**src/rtl/stopwatch_pkg.sv**
```systemverilog
// Shared stopwatch types: FSM state encoding, BCD digit limits and the mm:ss.cc time record.
package stopwatch_pkg;

  typedef enum logic [1:0] {
    IDLE  = 2'd0,
    RUN   = 2'd1,
    PAUSE = 2'd2,
    LAP   = 2'd3
  } sw_state_e;

  localparam logic [3:0] DEC_MAX = 4'd9;
  localparam logic [3:0] SEX_MAX = 4'd5;

  typedef struct packed {
    logic [3:0] min_t;
    logic [3:0] min_o;
    logic [3:0] sec_t;
    logic [3:0] sec_o;
    logic [3:0] cs_t;
    logic [3:0] cs_o;
  } bcd_time_t;

  localparam bcd_time_t TIME_MAX = '{min_t: SEX_MAX, min_o: DEC_MAX,
                                     sec_t: SEX_MAX, sec_o: DEC_MAX,
                                     cs_t:  DEC_MAX, cs_o:  DEC_MAX};

endpackage

```
**src/rtl/stopwatch_core_if.sv**
```systemverilog
// Key-pulse inputs and display/status outputs of the stopwatch core.
// master = key/display side, slave = stopwatch_core.
interface stopwatch_core_if;
  logic       start_stop_p;
  logic       clear_p;
  logic       lap_p;
  logic       running;
  logic       lap_shown;
  logic [3:0] min_t;
  logic [3:0] min_o;
  logic [3:0] sec_t;
  logic [3:0] sec_o;
  logic [3:0] cs_t;
  logic [3:0] cs_o;

  modport master (
    output start_stop_p, clear_p, lap_p,
    input  running, lap_shown, min_t, min_o, sec_t, sec_o, cs_t, cs_o
  );

  modport slave (
    input  start_stop_p, clear_p, lap_p,
    output running, lap_shown, min_t, min_o, sec_t, sec_o, cs_t, cs_o
  );
endinterface

```
**src/rtl/stopwatch_core_bcd_digit.sv**
```systemverilog
// One BCD digit wrapping at `limit`; carry is combinational so a whole chain ripples in one cycle.
// Digit updates on the edge after inc; clr and reset zero it.
module bcd_digit (
  input  logic       clk,
  input  logic       reset,
  input  logic       clr,
  input  logic       inc,
  input  logic [3:0] limit,
  output logic [3:0] digit,
  output logic       carry
);
  logic [3:0] r_digit;

  always_ff @(posedge clk) begin
    if (reset || clr) begin
      r_digit <= 4'd0;
    end else if (inc) begin
      r_digit <= (r_digit == limit) ? 4'd0 : r_digit + 4'd1;
    end
  end

  assign digit = r_digit;
  assign carry = inc && (r_digit == limit);
endmodule

```
**src/rtl/stopwatch_core.sv**
```systemverilog
// Stopwatch FSM + centisecond prescaler + mm:ss.cc BCD counter with lap freeze; status follows a command one edge later,
// digits are registered one edge behind their source. STOPWATCH_SAT_EN: hold and pause at 59:59.99 instead of wrapping.
module stopwatch_core
  import stopwatch_pkg::*;
#(
  parameter int TICK_DIV = 1000000,
  parameter int CNT_W    = 32
) (
  input  logic            clk,
  input  logic            reset,
  stopwatch_core_if.slave sw
);
  sw_state_e        r_state;
  sw_state_e        w_state_nxt;
  logic [CNT_W-1:0] r_presc;
  bcd_time_t        w_live;
  bcd_time_t        r_lap;
  bcd_time_t        r_disp;
  logic             w_run;
  logic             w_tick;
  logic             w_inc;
  logic             w_sat_hit;
  logic             w_sat_blk;
  logic             w_clr_cnt;
  logic             w_lap_cap;
  logic [4:0]       w_carry;
  logic             w_carry_unused;
  logic [3:0]       w_min_t, w_min_o, w_sec_t, w_sec_o, w_cs_t, w_cs_o;

  assign w_run     = (r_state == RUN) || (r_state == LAP);
  assign w_tick    = w_run && (r_presc == CNT_W'(TICK_DIV - 1));
  assign w_clr_cnt = (r_state == PAUSE) && sw.clear_p;

`ifdef STOPWATCH_SAT_EN
  logic r_sat;

  assign w_sat_hit = w_tick && (w_live == TIME_MAX);
  assign w_sat_blk = r_sat;

  always_ff @(posedge clk) begin
    if (reset || w_clr_cnt) begin
      r_sat <= 1'b0;
    end else if (w_sat_hit) begin
      r_sat <= 1'b1;
    end
  end
`else
  assign w_sat_hit = 1'b0;
  assign w_sat_blk = 1'b0;
`endif

  assign w_inc = w_tick && !w_sat_hit;

  always_ff @(posedge clk) begin
    if (reset) begin
      r_state <= IDLE;
    end else begin
      r_state <= w_state_nxt;
    end
  end

  // clear outranks start_stop, which outranks lap; only the winning pulse acts.
  always_comb begin
    w_state_nxt = r_state;
    w_lap_cap   = 1'b0;
    case (r_state)
      IDLE: begin
        if (!sw.clear_p && sw.start_stop_p) w_state_nxt = RUN;
      end
      RUN: begin
        if (!sw.clear_p) begin
          if (sw.start_stop_p) begin
            w_state_nxt = PAUSE;
          end else if (sw.lap_p) begin
            w_state_nxt = LAP;
            w_lap_cap   = 1'b1;
          end
        end
      end
      LAP: begin
        if (sw.clear_p) begin
          w_state_nxt = RUN;
        end else if (sw.start_stop_p) begin
          w_state_nxt = PAUSE;
        end else if (sw.lap_p) begin
          w_lap_cap = 1'b1;
        end
      end
      PAUSE: begin
        if (sw.clear_p) begin
          w_state_nxt = IDLE;
        end else if (sw.start_stop_p && !w_sat_blk) begin
          w_state_nxt = RUN;
        end
      end
      default: w_state_nxt = IDLE;
    endcase
    if (w_sat_hit) w_state_nxt = PAUSE;
  end

  // Frozen in PAUSE so a resumed run finishes its partial tick.
  always_ff @(posedge clk) begin
    if (reset || w_clr_cnt || w_tick) begin
      r_presc <= '0;
    end else if (w_run) begin
      r_presc <= r_presc + CNT_W'(1);
    end else if (r_state == IDLE) begin
      r_presc <= '0;
    end
  end

  bcd_digit u_cs_o  (.clk(clk), .reset(reset), .clr(w_clr_cnt), .inc(w_inc),
                     .limit(DEC_MAX), .digit(w_cs_o),  .carry(w_carry[0]));
  bcd_digit u_cs_t  (.clk(clk), .reset(reset), .clr(w_clr_cnt), .inc(w_carry[0]),
                     .limit(DEC_MAX), .digit(w_cs_t),  .carry(w_carry[1]));
  bcd_digit u_sec_o (.clk(clk), .reset(reset), .clr(w_clr_cnt), .inc(w_carry[1]),
                     .limit(DEC_MAX), .digit(w_sec_o), .carry(w_carry[2]));
  bcd_digit u_sec_t (.clk(clk), .reset(reset), .clr(w_clr_cnt), .inc(w_carry[2]),
                     .limit(SEX_MAX), .digit(w_sec_t), .carry(w_carry[3]));
  bcd_digit u_min_o (.clk(clk), .reset(reset), .clr(w_clr_cnt), .inc(w_carry[3]),
                     .limit(DEC_MAX), .digit(w_min_o), .carry(w_carry[4]));
  bcd_digit u_min_t (.clk(clk), .reset(reset), .clr(w_clr_cnt), .inc(w_carry[4]),
                     .limit(SEX_MAX), .digit(w_min_t), .carry(w_carry_unused));

  assign w_live = {w_min_t, w_min_o, w_sec_t, w_sec_o, w_cs_t, w_cs_o};

  always_ff @(posedge clk) begin
    if (reset || w_clr_cnt) begin
      r_lap <= '0;
    end else if (w_lap_cap) begin
      r_lap <= w_live;
    end
  end

  always_ff @(posedge clk) begin
    if (reset) begin
      r_disp <= '0;
    end else begin
      r_disp <= (r_state == LAP) ? r_lap : w_live;
    end
  end

  assign sw.running   = w_run;
  assign sw.lap_shown = (r_state == LAP);
  assign sw.min_t     = r_disp.min_t;
  assign sw.min_o     = r_disp.min_o;
  assign sw.sec_t     = r_disp.sec_t;
  assign sw.sec_o     = r_disp.sec_o;
  assign sw.cs_t      = r_disp.cs_t;
  assign sw.cs_o      = r_disp.cs_o;
endmodule

```
**src/flat_wrapper.sv**
```systemverilog
// flat-port wrapper written by rule: the top's interface ports become plain ports
module stopwatch_core_flat import stopwatch_pkg::*;
#(
  parameter int TICK_DIV = 1000000,
  parameter int CNT_W    = 32
)
  (clk, reset, sw_start_stop_p, sw_clear_p, sw_lap_p, sw_running, sw_lap_shown, sw_min_t, sw_min_o, sw_sec_t, sw_sec_o, sw_cs_t, sw_cs_o);
  stopwatch_core_if sw_i ();
  input  logic clk;
  input  logic reset;
  input wire logic [$bits(sw_i.start_stop_p)-1:0] sw_start_stop_p;
  input wire logic [$bits(sw_i.clear_p)-1:0] sw_clear_p;
  input wire logic [$bits(sw_i.lap_p)-1:0] sw_lap_p;
  output wire logic [$bits(sw_i.running)-1:0] sw_running;
  output wire logic [$bits(sw_i.lap_shown)-1:0] sw_lap_shown;
  output wire logic [$bits(sw_i.min_t)-1:0] sw_min_t;
  output wire logic [$bits(sw_i.min_o)-1:0] sw_min_o;
  output wire logic [$bits(sw_i.sec_t)-1:0] sw_sec_t;
  output wire logic [$bits(sw_i.sec_o)-1:0] sw_sec_o;
  output wire logic [$bits(sw_i.cs_t)-1:0] sw_cs_t;
  output wire logic [$bits(sw_i.cs_o)-1:0] sw_cs_o;
  assign sw_i.start_stop_p = sw_start_stop_p;
  assign sw_i.clear_p = sw_clear_p;
  assign sw_i.lap_p = sw_lap_p;
  assign sw_running = sw_i.running;
  assign sw_lap_shown = sw_i.lap_shown;
  assign sw_min_t = sw_i.min_t;
  assign sw_min_o = sw_i.min_o;
  assign sw_sec_t = sw_i.sec_t;
  assign sw_sec_o = sw_i.sec_o;
  assign sw_cs_t = sw_i.cs_t;
  assign sw_cs_o = sw_i.cs_o;
  stopwatch_core #(.TICK_DIV(TICK_DIV), .CNT_W(CNT_W)) u_core (.clk(clk), .reset(reset), .sw(sw_i));
endmodule
```
**config.mk**
```make
export PLATFORM = sky130hd
export DESIGN_NAME = stopwatch_core_flat
export DESIGN_NICKNAME = d
export VERILOG_FILES = /design/src/rtl/stopwatch_pkg.sv /design/src/rtl/stopwatch_core_if.sv /design/src/rtl/stopwatch_core_bcd_digit.sv /design/src/rtl/stopwatch_core.sv /design/src/flat_wrapper.sv
export SDC_FILE = /design/constraint.sdc
export NUM_CORES = 1
export LEC_CHECK = 0
export CELL_PAD_IN_SITES_DETAIL_PLACEMENT = 0
export CELL_PAD_IN_SITES_GLOBAL_PLACEMENT = 1
export CORE_ASPECT_RATIO = 0.8
export CORE_MARGIN = 1
export CORE_UTILIZATION = 49
export DETAILED_ROUTE_END_ITERATION = 16
export PLACE_DENSITY = 0.86
export SLEW_MARGIN = 20
export SYNTH_ARGS = -nofsm -noshare
export SYNTH_HDL_FRONTEND = slang
export SYNTH_HIERARCHICAL = 1
export SYNTH_SLANG_ARGS = --single-unit
```
**constraint.sdc**
```tcl
create_clock -name clk -period 10.2 [get_ports clk]
set_input_delay 1.53 -clock clk [delete_from_list [all_inputs] [get_ports clk]]
set_output_delay 1.53 -clock clk [all_outputs]
set_load 0.01 [all_outputs]
```
Yosys cells after proc, flatten, opt, wreduce, memory -nomap -nowiden. Index checks and enable logic that the tools add are counted.

Bits in registers: 106. Bits of input ports: 5. Output and inout port bits: 26. Word-level logic and storage cells: 80.

Add/subtract/negate cells: 7. Equal/unequal tests: 15. Mux-type cells: 22. Reductions and logical operators: 16.

Operators with widths (number): $mux W32 (2); $add A32 B1 Y32 const B (1); $eq A32 B20 Y1 const B (1); $add A4 B1 Y4 const B (6); $mux W24 (1); $mux W4 (6); $eq A4 B4 Y1 const B (4); $mux W2 (8); $ne A3 B3 Y1 const B (3); $eq A4 B3 Y1 const B (2); $logic_and A1 B1 Y1 (8); $pmux W2 S4 (1); $reduce_and A5 Y1 (1); $eq A2 B2 Y1 const B (2); $mux W1 (4); $logic_or A1 B1 Y1 (3); $eq A2 B1 Y1 const B (1); $logic_not A2 Y1 (1); $ne A2 B1 Y1 const B (1); $ne A2 B2 Y1 const B (1); $reduce_bool A2 Y1 (1); $reduce_or A2 Y1 (1); $logic_not A1 Y1 (1).

Longest topological paths before layout. Gate-level depths: netlist of run 1.

Depth after elaboration: 8. Gate-level depth with buffers: 17. Mapped depth without buffers: 17.

Modules after synthesis. Netlist of run 1, hierarchy kept.

Modules (own cells, without submodules): stopwatch_core (instances 1, cells each 433, area each 3512.1 µm², sequential area each 1641.6 µm²); bcd_digit (instances 6, cells each 26, area each 266.5 µm², sequential area each 80.1 µm²).

Worst setup path after synthesis of run 1. No wires, ideal clock.

Kind: reg-to-reg. From: register u_core.r_presc[0]. To: register u_core.u_min_t.r_digit[3], in the netlist u_core/u_min_t/digit[3]. Library setup time: 103 ps. Arrival time: 4082 ps. Required time: 10097 ps. Slack: 6014 ps. Cell stages (with the launch flop): 18. Path buffers: 0. Period minus slack after synthesis: 4186 ps. Cell sequence: dfxtp_1 ha_1 and4_2 nand3_1 nor4_1 and2_4 and2_1 and2_4 and2_1 and2_4 and2_1 and2_4 and2_1 and2_4 and2_1 nand4_1 xor2_1 a2111oi_2.

Longest elaborated chain between the ends: 7.

Ends and longest elaborated chain: from (decl) (RTL line stopwatch_core.sv:15) `logic [CNT_W-1:0] r_presc;`; from (signal assigned) (RTL line stopwatch_core.sv:106) `r_presc <= r_presc + CNT_W'(1);`; $eq A32 B20 Y1 (RTL line stopwatch_core.sv:31) `assign w_tick = w_run && (r_presc == CNT_W'(TICK_DIV - 1));`; $logic_and A1 B1 Y1 (RTL line stopwatch_core.sv:31); via u_core.w_inc (RTL line stopwatch_core.sv:21) `logic w_inc;`; $logic_and A1 B1 Y1 (RTL line stopwatch_core_bcd_digit.sv:23) `assign carry = inc && (r_digit == limit);`; via u_core.w_carry[0] (RTL line stopwatch_core.sv:26) `logic [4:0] w_carry;`; $logic_and A1 B1 Y1 (RTL line stopwatch_core_bcd_digit.sv:23); via u_core.w_carry[1] (RTL line stopwatch_core.sv:26); $logic_and A1 B1 Y1 (RTL line stopwatch_core_bcd_digit.sv:23); via u_core.w_carry[2] (RTL line stopwatch_core.sv:26); $logic_and A1 B1 Y1 (RTL line stopwatch_core_bcd_digit.sv:23); via u_core.w_carry[3] (RTL line stopwatch_core.sv:26); $logic_and A1 B1 Y1 (RTL line stopwatch_core_bcd_digit.sv:23); via u_core.w_carry[4] (RTL line stopwatch_core.sv:26); to (signal assigned) (RTL line stopwatch_core_bcd_digit.sv:18) `r_digit <= (r_digit == limit) ? 4'd0 : r_digit + 4'd1;`; to (decl) (RTL line stopwatch_core_bcd_digit.sv:12) `logic [3:0] r_digit;`.

The timed path passes the listed nets, and every way through them passes these cells. A chain may end at the register's enable or synchronous reset.

Final worst setup path of run 1.
From: register u_core.r_state[0]. To: register u_core.u_min_t.r_digit[3], in the netlist u_core/u_min_t/digit[3].

Longest elaborated chain between the ends: 8. Elaborated cells on any way between the ends: 12. Classes of those cells: eq/ne: 3; reduce/logical: 9.

Ends and longest elaborated chain: from (decl) (RTL line stopwatch_core.sv:13) `sw_state_e r_state;`; from (signal assigned) (RTL line stopwatch_core.sv:58) `r_state <= w_state_nxt;`; $eq A2 B1 Y1 / $eq A2 B2 Y1 (equally long branches) (RTL line stopwatch_core.sv:30) `assign w_run = (r_state == RUN) || (r_state == LAP);`; $logic_or A1 B1 Y1 (*) (RTL line stopwatch_core.sv:30); $logic_and A1 B1 Y1 (*) (RTL line stopwatch_core.sv:31); via u_core.w_inc (RTL line stopwatch_core.sv:21); $logic_and A1 B1 Y1 (*) (RTL line stopwatch_core_bcd_digit.sv:23); via u_core.w_carry[0] (RTL line stopwatch_core.sv:26); $logic_and A1 B1 Y1 (*) (RTL line stopwatch_core_bcd_digit.sv:23); via u_core.w_carry[1] (RTL line stopwatch_core.sv:26); $logic_and A1 B1 Y1 (*) (RTL line stopwatch_core_bcd_digit.sv:23); via u_core.w_carry[2] (RTL line stopwatch_core.sv:26); $logic_and A1 B1 Y1 (*) (RTL line stopwatch_core_bcd_digit.sv:23); via u_core.w_carry[3] (RTL line stopwatch_core.sv:26); $logic_and A1 B1 Y1 (*) (RTL line stopwatch_core_bcd_digit.sv:23); via u_core.w_carry[4] (RTL line stopwatch_core.sv:26).

Mark *: on every way through the listed nets, which the timed path passes. The rest lies on a longest branch.

==> metrics, run 1 <==
routability cong. 0.8086; number of global-route vias before repair just under 4000; Synth Cell Area 5105 µm²; R2R depth 16; Starting Density 51.62%; CTS root buffer clkbuf_16; max_slew headroom 27.81%; critical path, cell by cell and4_2, nand3_1, nor4_1, and2_4, and2_1, and2_4, and2_1, and2_4, and2_1, and2_4, and2_1, and2_4, and2_1, nand4_1, xor2_1, a2111oi_2; Final nets 644; hold path depth 2; global-route wire length before repair 19.33 mm; GR Overflow Total 0; Ys Warns 6; Clock transition at path regs 70 ps; Final ANT Viol Nets 0; Setup WS post-layout ~5000 ps; Mean Syn Cell Area 8.682 µm²; CP Class reg2reg; GRT Overall Usage 22.82%; initial antenna violation count 0; Num CTS Buffers 9; VDD IR max 0.1155 mV; First DRT Iteration DRCs 285; Final setup viols 0; crit-path max FO 17; pwr dens between 100 and 150 nW/µm²; setup tns final 0 ps; Final Max Slew Viols 0; Startpoint Class flip-flop; layout cells sized above 1 between 10 and 15%; Critical Path RT 10430 ps; quantity of gates resized following cts 0; P&R area growth vs syn 15.00%; WL/cell between 15 and 20 µm; status completed; max cap viols 0; vias per cell 5.503; Routed WL ~12 mm; worst slack at placement 5101 ps; Worst-Margin Slew about 1100 ps; Row Count 32; RSZ-0062 raised after global routing no; largest net degree at the start of global routing 46; Core Region 9889 µm²; Mapped Cells 588; Leak roughly 2 nW; crit path time final 5215 ps; skew final between 7 and 8 ps; first drt pass iteration count 4; Critical Path Sink Type flip-flop; clk sinks 106; vias after detailed routing roughly 4200; H-Tree Depth 3; later-pin clock latency in the skew report 340 ps; HPWL after DPL about 7.4 mm; DRC 0; Crit path largest cell delay 830 ps; die area 10830 µm²; slowest stage cell, crit path nor4_1; # fillers 919; Port Buffers 30; # diodes 0; ratio of final minimum period to clock period 51.13%; Hold Buf Count CTS 0; # Post-CTS Setup Buffers 0; fmax roughly 0.19 GHz; DIE WIDTH 116.1 µm; die height 93.30 µm; Final Hold Violating Endpoints 0; CTS tree yes; IO Count 31; clk buf depth 2; hold crit path type reg2reg; CP Data Arrival Time 5440 ps; Overall Power 0.8027 mW
==> flip-flops by register name, summed over array words and instances (netlist names), 4 cells and up <==
name,count
u_core/u_cs_t/digit,4
u_core/u_min_o/digit,4
u_core/u_sec_o/digit,4
u_core/u_sec_t/digit,4
u_core/sw.min_o,4
u_core/u_min_t/digit,4
u_core/sw.cs_t,4
u_core/u_cs_o/digit,4
u_core/sw.cs_o,4
u_core/r_lap,24
u_core/sw.min_t,4
u_core/r_presc,32
u_core/sw.sec_o,4
u_core/sw.sec_t,4
==> cell type report <==
class | count | area [µm²] | share of cell area (%)
Timing Repair Buffer | 33 | 317.8 | 5.413
Inverter | 3 | 11.26 | 0.1918
Tap cell | 136 | 170.2 | 2.899
Multi-Input combinational cell | 479 | 2944 | 50.15
Clock inverter | 2 | 35.03 | 0.5968
Sequential cell | 106 | 2122 | 36.15
Clock buffer | 13 | 270.3 | 4.604
==> metal layers <==
metal | part of all wire, % | wire, µm | up-vias | track usage, %
met5 | 0 | 0 | - | 0
met4 | 0.89 | 104 | 0 | 5.769
met3 | 4.8 | 562 | 10 | 4.472
met2 | 45 | 5247 | 106 | 34.47
met1 | 49 | 5754 | 2023 | 33.06
li1 | - | - | 2109 | -
==> report_power, final <==
| part | leakage, nW | switching [mW] | total, mW | internal (mW) |
|---|---|---|---|---|
| Combinational | 1.04 | 0.0241 | 0.0326 | 0.00846 |
| Clock | 0.152 | 0.145 | 0.354 | 0.209 |
| Sequential | 0.854 | 0.00223 | 0.417 | 0.414 |
| Total | 2.05 | 0.171 | 0.803 | 0.632 |
==> cell usage in the layout (no fill, tap or decap), types with 8 or more instances in the layout <==
master,n
nor2_1,29
nand3_1,15
nand2_1,133
clkbuf_16,9
mux2_2,19
xor2_1,30
a21oi_1,65
nand4_1,19
a2111oi_2,12
clkdlybuf4s50_1,29
dfxtp_1,106
xnor2_1,8
conb_1,30
==> metrics by stage <==
step | cell area [µm²] | instances | utilization, % | hold slack, ps
floorplan | 5210 | 616 | - | 432.1
global placement | 5565 | 757 | 56.28 | 437.8
detailed placement | 5565 | 757 | 56.28 | 445.3
CTS | 5871 | 772 | 59.36 | 456.2
global route | 5871 | 772 | 59.36 | 470.0
finish | 5871 | 772 | 59.36 | 452.7
==> critical path: cells and delay by family, from the launching register on <==
family          cells  cell delay (ps)
compound gates      1              360
xor+xnor            1              170
flops               1              690
simple gates       14             3870
==> path summary, 6_finish.rpt <==
kind	startpoint	endpoint	slack, ps
setup / recovery	u_core/r_state[0]	u_core/u_min_t/digit[3]	4990
setup reg to reg	u_core/r_state[0]	u_core/u_min_t/digit[3]	4990
hold / removal	u_core/r_lap[18]	u_core/sw.min_o[2]	450
hold reg to reg	u_core/r_lap[18]	u_core/sw.min_o[2]	450
(Power assumes the default switching activity.)
==> run 2: changes to the inputs <==
CORE_UTILIZATION = 41   (was 49)
PLACE_DENSITY = 0.77   (was 0.86)
clock period = 4.6 ns   (was 10.2 ns; I/O delays follow)
==> run 2 against run 1 <==
Sequential power rose by 120%. Largest power group unchanged. Critical path type unchanged. Cell area is 0.94% higher. Highest routed layer unchanged. Fmax up 24%. Largest cell class unchanged. First-iteration DRC count shrank 33%.
==> metrics, run 2 (synthesis gave the netlist of run 1 again) <==
status completed; dpl cells 778; P&R area growth vs syn 16.08%; Port Buffers 30; vias after detailed routing ~4200; Critical Path Sink Type flip-flop; die area between 10000 and 15000 µm²; Final setup viols 0; P_sw between 0.4 and 0.5 mW; vias per cell 5.277; skew final 8.595 ps; GR Layer Usage met3 5.388%; clk buf depth 2; IO Count 31; Setup WS post-layout approximately 390 ps; Final Max Slew Viols 0; H-Tree Depth 3; Clock transition at path regs 70 ps; DRC 0; r2r setup slk just under 400 ps; critical path's most frequent cell and2_4; Starting Density a little over two fifths; max reg flops 32; Comb pwr share under 10%; switching part of the total power 23.30%; commonest non-fill, non-tap cell in the layout nand2_1; r2r endpoint u_core/u_min_t/digit[3]; Critical Path RT 4860 ps; VDD IR max 0.2165 mV; Worst-Margin Slew 790.1 ps; crit-path max FO 6; max cap viols 0; routability cong. 0.8067; GR Overflow Total 0; setup tns final 0 ps; CTS tree yes; hold crit path type reg2reg; DIE WIDTH 126.8 µm; met2 Resource Use GR 29.45%; Hold Buf Count CTS 0; First DRT Iteration DRCs 192; die height 101.8 µm; Num CTS Buffers 9; CP bufs+invs 0; first drt pass iteration count 4; largest net degree at the start of global routing 45; max_slew headroom between 40% and 50%; global-route wire length before repair 19.72 mm; most frequent cells in the layout nand2_1, dfxtp_1, a21oi_1; Top Usage Layer GRT met2; grt met1 use 27.80%; Crit path largest cell delay 440 ps; layout cells sized above 1 13.86%; Finished Cell Area 5926 µm²; Startpoint Class flip-flop; Clock Power Share 43.8%; Min Hold Slack 442.9 ps; largest registers u_core/r_presc: 32 flops, u_core/r_lap: 24 flops; DP Area ~5600 µm²; Cell Int Power 1.362 mW; R2R depth 17; Final ANT Viol Nets 0; pwr dens between 200 and 300 nW/µm²; crit path time final 4208 ps; worst slack at placement 205.0 ps; critical path, cell by cell ha_1, and4_2, nand3_1, nor4_2, and2_4, and2_2, and2_4, and2_1, and2_4, and2_2, and2_4, and2_1, and2_4, and2_1, nand4_1, xor2_1, a2111oi_2; Util after Layout 48.72%; # diodes 0; CP Class reg2reg; Overall Power between 1.5 and 2 mW; Leak 2.066 nW; WHS Endpoint u_core/sw.sec_t[1]; clk sinks between 100 and 150; GRT Overall Usage 19.72%; RSZ-0062 raised after global routing no; number of global-route vias before repair approximately 3900; ratio of final minimum period to clock period 91.48%; later-pin clock latency in the skew report 360 ps; hold path depth 2; Non-Filler Instances 794; Routed WL roughly 12 mm; Critical R2R Launch u_core/r_presc[0]; crit-path leading delay family simple AND/OR/NAND/NOR gates; fmax 0.2376 GHz; Core Region 12160 µm²; WL/cell 14.82 µm; CP Data Arrival Time 4470 ps; Final Hold Violating Endpoints 0; CTS root buffer clkbuf_16; Worst Hold Launch u_core/r_lap[13]; Row Count 36; slowest stage cell, crit path dfxtp_1; largest reg by FF count u_core/r_presc; initial antenna violation count 0; register share of total power 51.8%; HPWL after DPL 7.599 mm; Final nets approximately 650
## run 2: timing repair
action,in CTS,in global routing
setup endpoints to repair,0,3
resized for setup,0,3
buffers inserted,0,0
## run 2: worst max-delay path by stage
| stage | start | end | slack [ps] | depth (start not counted) |
|---|---|---|---|---|
| finish | u_core/r_presc[0] | u_core/u_min_t/digit[3] | 390 | 17 |
| floorplan | u_core/r_presc[0] | u_core/u_min_t/digit[3] | 410 | 17 |
| CTS | u_core/r_presc[0] | u_core/u_min_t/digit[3] | 160 | 17 |
| global route | u_core/r_presc[0] | u_core/u_min_t/digit[3] | 30 | 17 |
| global placement | u_core/r_presc[0] | u_core/u_min_t/digit[3] | 390 | 17 |
| detailed placement | u_core/r_presc[0] | u_core/u_min_t/digit[3] | 200 | 17 |
## run 2: layer usage
layer	share of wire (%)	vias to the layer above
met5	0	-
met4	1.0	0
met3	4.0	9
met2	43	59
met1	52	1986
li1	-	2136
## run 2: cell type report
type,count,area [µm²]
Sequential cell,106,2122
Clock inverter,6,65.06
Tap cell,152,190.2
Clock buffer,10,229.0
Inverter,3,11.26
Fill cell,1174,6236
Timing Repair Buffer,38,355.3
Multi-Input combinational cell,479,2953
## run 2: power by group through the flow
stage | combinational (mW) | clock, mW | sequential [mW]
3_5_place_dp | 0.0778 | 0 | 0.942
4_1_cts | 0.0781 | 0.804 | 0.920
2_1_floorplan | 0.0569 | 0 | 0.941
5_1_grt | 0.0859 | 0.834 | 0.920
6_report | 0.0778 | 0.778 | 0.920
3_3_place_gp | 0.0770 | 0 | 0.942
## run 2: worst register-to-register path: cells and delay by family, from the launching register on
kind	cells	cell delay (ps)
AO/OA/AOI/OAI	1	320
adder cells (fa/ha/maj)	1	220
XOR/XNOR	1	170
flip-flops	1	440
AND/OR/NAND/NOR	14	2940
==> run 3: changes to the inputs <==
CORE_UTILIZATION = 40   (was 41)
SYNTH_HIERARCHICAL = default   (was 1)
==> run 3 against run 2 <==
Register-to-register slack gained 1300 ps. First-iteration DRC count grew 53%. Combinational power shrank 37%. Final cell count shrank 6.3%. Highest routed layer unchanged.
==> metrics, run 3 <==
clk sinks 106; Port Buffers 30; largest net degree at the start of global routing 49; sequential area share after synthesis 45.53%; Hold Buf Count CTS 0; GRT Overall Usage 18.58%; quantity of gates resized following cts 0; Min Hold Slack 451.9 ps; crit path time final approximately 3200 ps; Mapped Cells approximately 590; CP Data Arrival Time 2530 ps; max cap viols 0; ratio of final minimum period to clock period 70.09%; pwr dens about 340 nW/µm²; Yosys top cell area share 45.53%; largest registers u_core.r_presc: 32 flops, u_core.r_lap: 24 flops; r2r setup slk 1660 ps; DRC 0; HPWL after DPL 6.854 mm; # Post-CTS Setup Buffers 0; hold crit path type reg2reg; Setup WS post-layout 1376 ps; synth unique cells 44; vias after detailed routing 4044; die area 12090 µm²; Final setup viols 0; global-route wire length before repair around 18 mm; Ys Warns 0; routability cong. between 0.7 and 0.8; dpl cells roughly 730; Util after Layout 48.64%; Leak 1.629 nW; Critical R2R Launch u_core.r_state[0]; Overall Power 1.828 mW; P&R area growth vs syn 15.87%; Worst-Margin Slew between 1000 and 1500 ps; commonest non-fill, non-tap cell in the layout nand2_1; Non-Filler Instances ~740; most frequent cell after synthesis nand2_1; first drt pass iteration count 4; Post-synth EDFFs 0; RSZ-0062 raised after global routing no; Core Region 11100 µm²; r2r endpoint u_core.u_min_t.digit[2]; Critical Path RT 3910 ps; vias per cell 5.435; Synth Net Count 593; Finished Cell Area roughly 5400 µm²; Clock transition at path regs 70 ps; max_slew headroom 25.72%; Starting Density 41.98%; CTS tree yes; DIE WIDTH 122.7 µm; layout cells sized above 1 around 8.0%; Final ANT Viol Nets 0; cell taking the most area after synthesis dfxtp_1; WL/cell 14.23 µm; Startpoint Class flip-flop; setup tns final 0 ps; most frequent cells in the layout nand2_1, dfxtp_1, a21oi_1; status completed; number of global-route vias before repair between 3000 and 4000; GR Overflow Total 0; crit path from u_core.r_state[0]; Routed WL 10.59 mm; Main synth FF type dfxtp_1; dominant cells by area after synthesis dfxtp_1, nand2_1, a21oi_1, mux2_2, clkbuf_1; Row Count 34; worst slack at placement 1673 ps; clk buf depth 2; skew final 6.993 ps; VDD IR max 0.2433 mV; Synth Cell Area 4661 µm²; CP endpoint sw_lap_shown; # diodes 0; Synth top cells by count nand2_1, dfxtp_1, a21oi_1; synthesized flop and latch total 106; Final Hold Violating Endpoints 0; largest reg by FF count u_core.r_presc; Final nets between 600 and 700; ys async rst share 0%; die height 98.55 µm; Num CTS Buffers 9; crit-path max FO 25; later-pin clock latency in the skew report 340 ps; CTS root buffer clkbuf_16; max reg flops 32; First DRT Iteration DRCs 294; CP Class reg2out; Mean Syn Cell Area roughly 7.9 µm²; Final Max Slew Viols 0; IO Count 31; H-Tree Depth 3; R2R depth 5; initial antenna violation count 0; DP Area 5052 µm²; fmax 0.3101 GHz; Critical Path Sink Type primary output
## run 3: power by group
part	internal (mW)	total (mW)	leakage (nW)	switching, mW
clock	0.499	0.855	0.165	0.356
sequential	0.918	0.924	0.854	0.00570
combinational	0.0141	0.0489	0.611	0.0348
## run 3: layout make-up
class	count	area (µm²)
Inverter	9	33.78
Multi-Input combinational cell	433	2382
Sequential cell	106	2122
Clock buffer	10	239.0
Timing Repair Buffer	36	345.3
Tap cell	144	180.2
Clock inverter	6	97.59
Fill cell	1081	5703
## run 3: layer usage
layer / track usage, % / vias to the layer above / share of wire [%]
met2: 27.05 / 67 / 43
li1: - / 2062 / -
met3: 3.877 / 11 / 3.5
met5: 0 / - / 0
met1: 27.47 / 1904 / 52
met4: 4.972 / 0 / 1.2
## run 3: how the worst min path moves through the flow
stage | start | to | slack (ps) | cells past startpoint
3_5_place_dp | u_core.r_lap[22] | u_core.sw.min_t[2] | 440 | 2
5_1_grt | u_core.r_lap[20] | u_core.r_lap[20] | 480 | 2
3_3_place_gp | u_core.r_lap[19] | u_core.sw.min_o[3] | 440 | 2
4_1_cts | u_core.r_lap[19] | u_core.sw.min_o[3] | 460 | 2
2_1_floorplan | u_core.r_lap[4] | u_core.sw.cs_t[0] | 430 | 2
6_report | u_core.r_lap[6] | u_core.sw.cs_t[2] | 450 | 2
## run 3: critical path: stages, from the launching register on
cell and delay, ps:
dfxtp_1 810, nand2_1 110, buf_4 240, inv_2 380
clkdlybuf4s50_1 630
## run 3: cells by family after synthesis
kind of cell | count (synthesis) | share of synthesized area (%)
buffers and inverters | 48 | 3.919
multiplexers | 20 | 4.698
AND/OR/NAND/NOR | 295 | 31.52
adder cells (fa/ha/maj) | 1 | 0.2684
XOR/XNOR | 5 | 0.9396
flip-flops | 106 | 45.53
AO/OA/AOI/OAI | 112 | 13.13
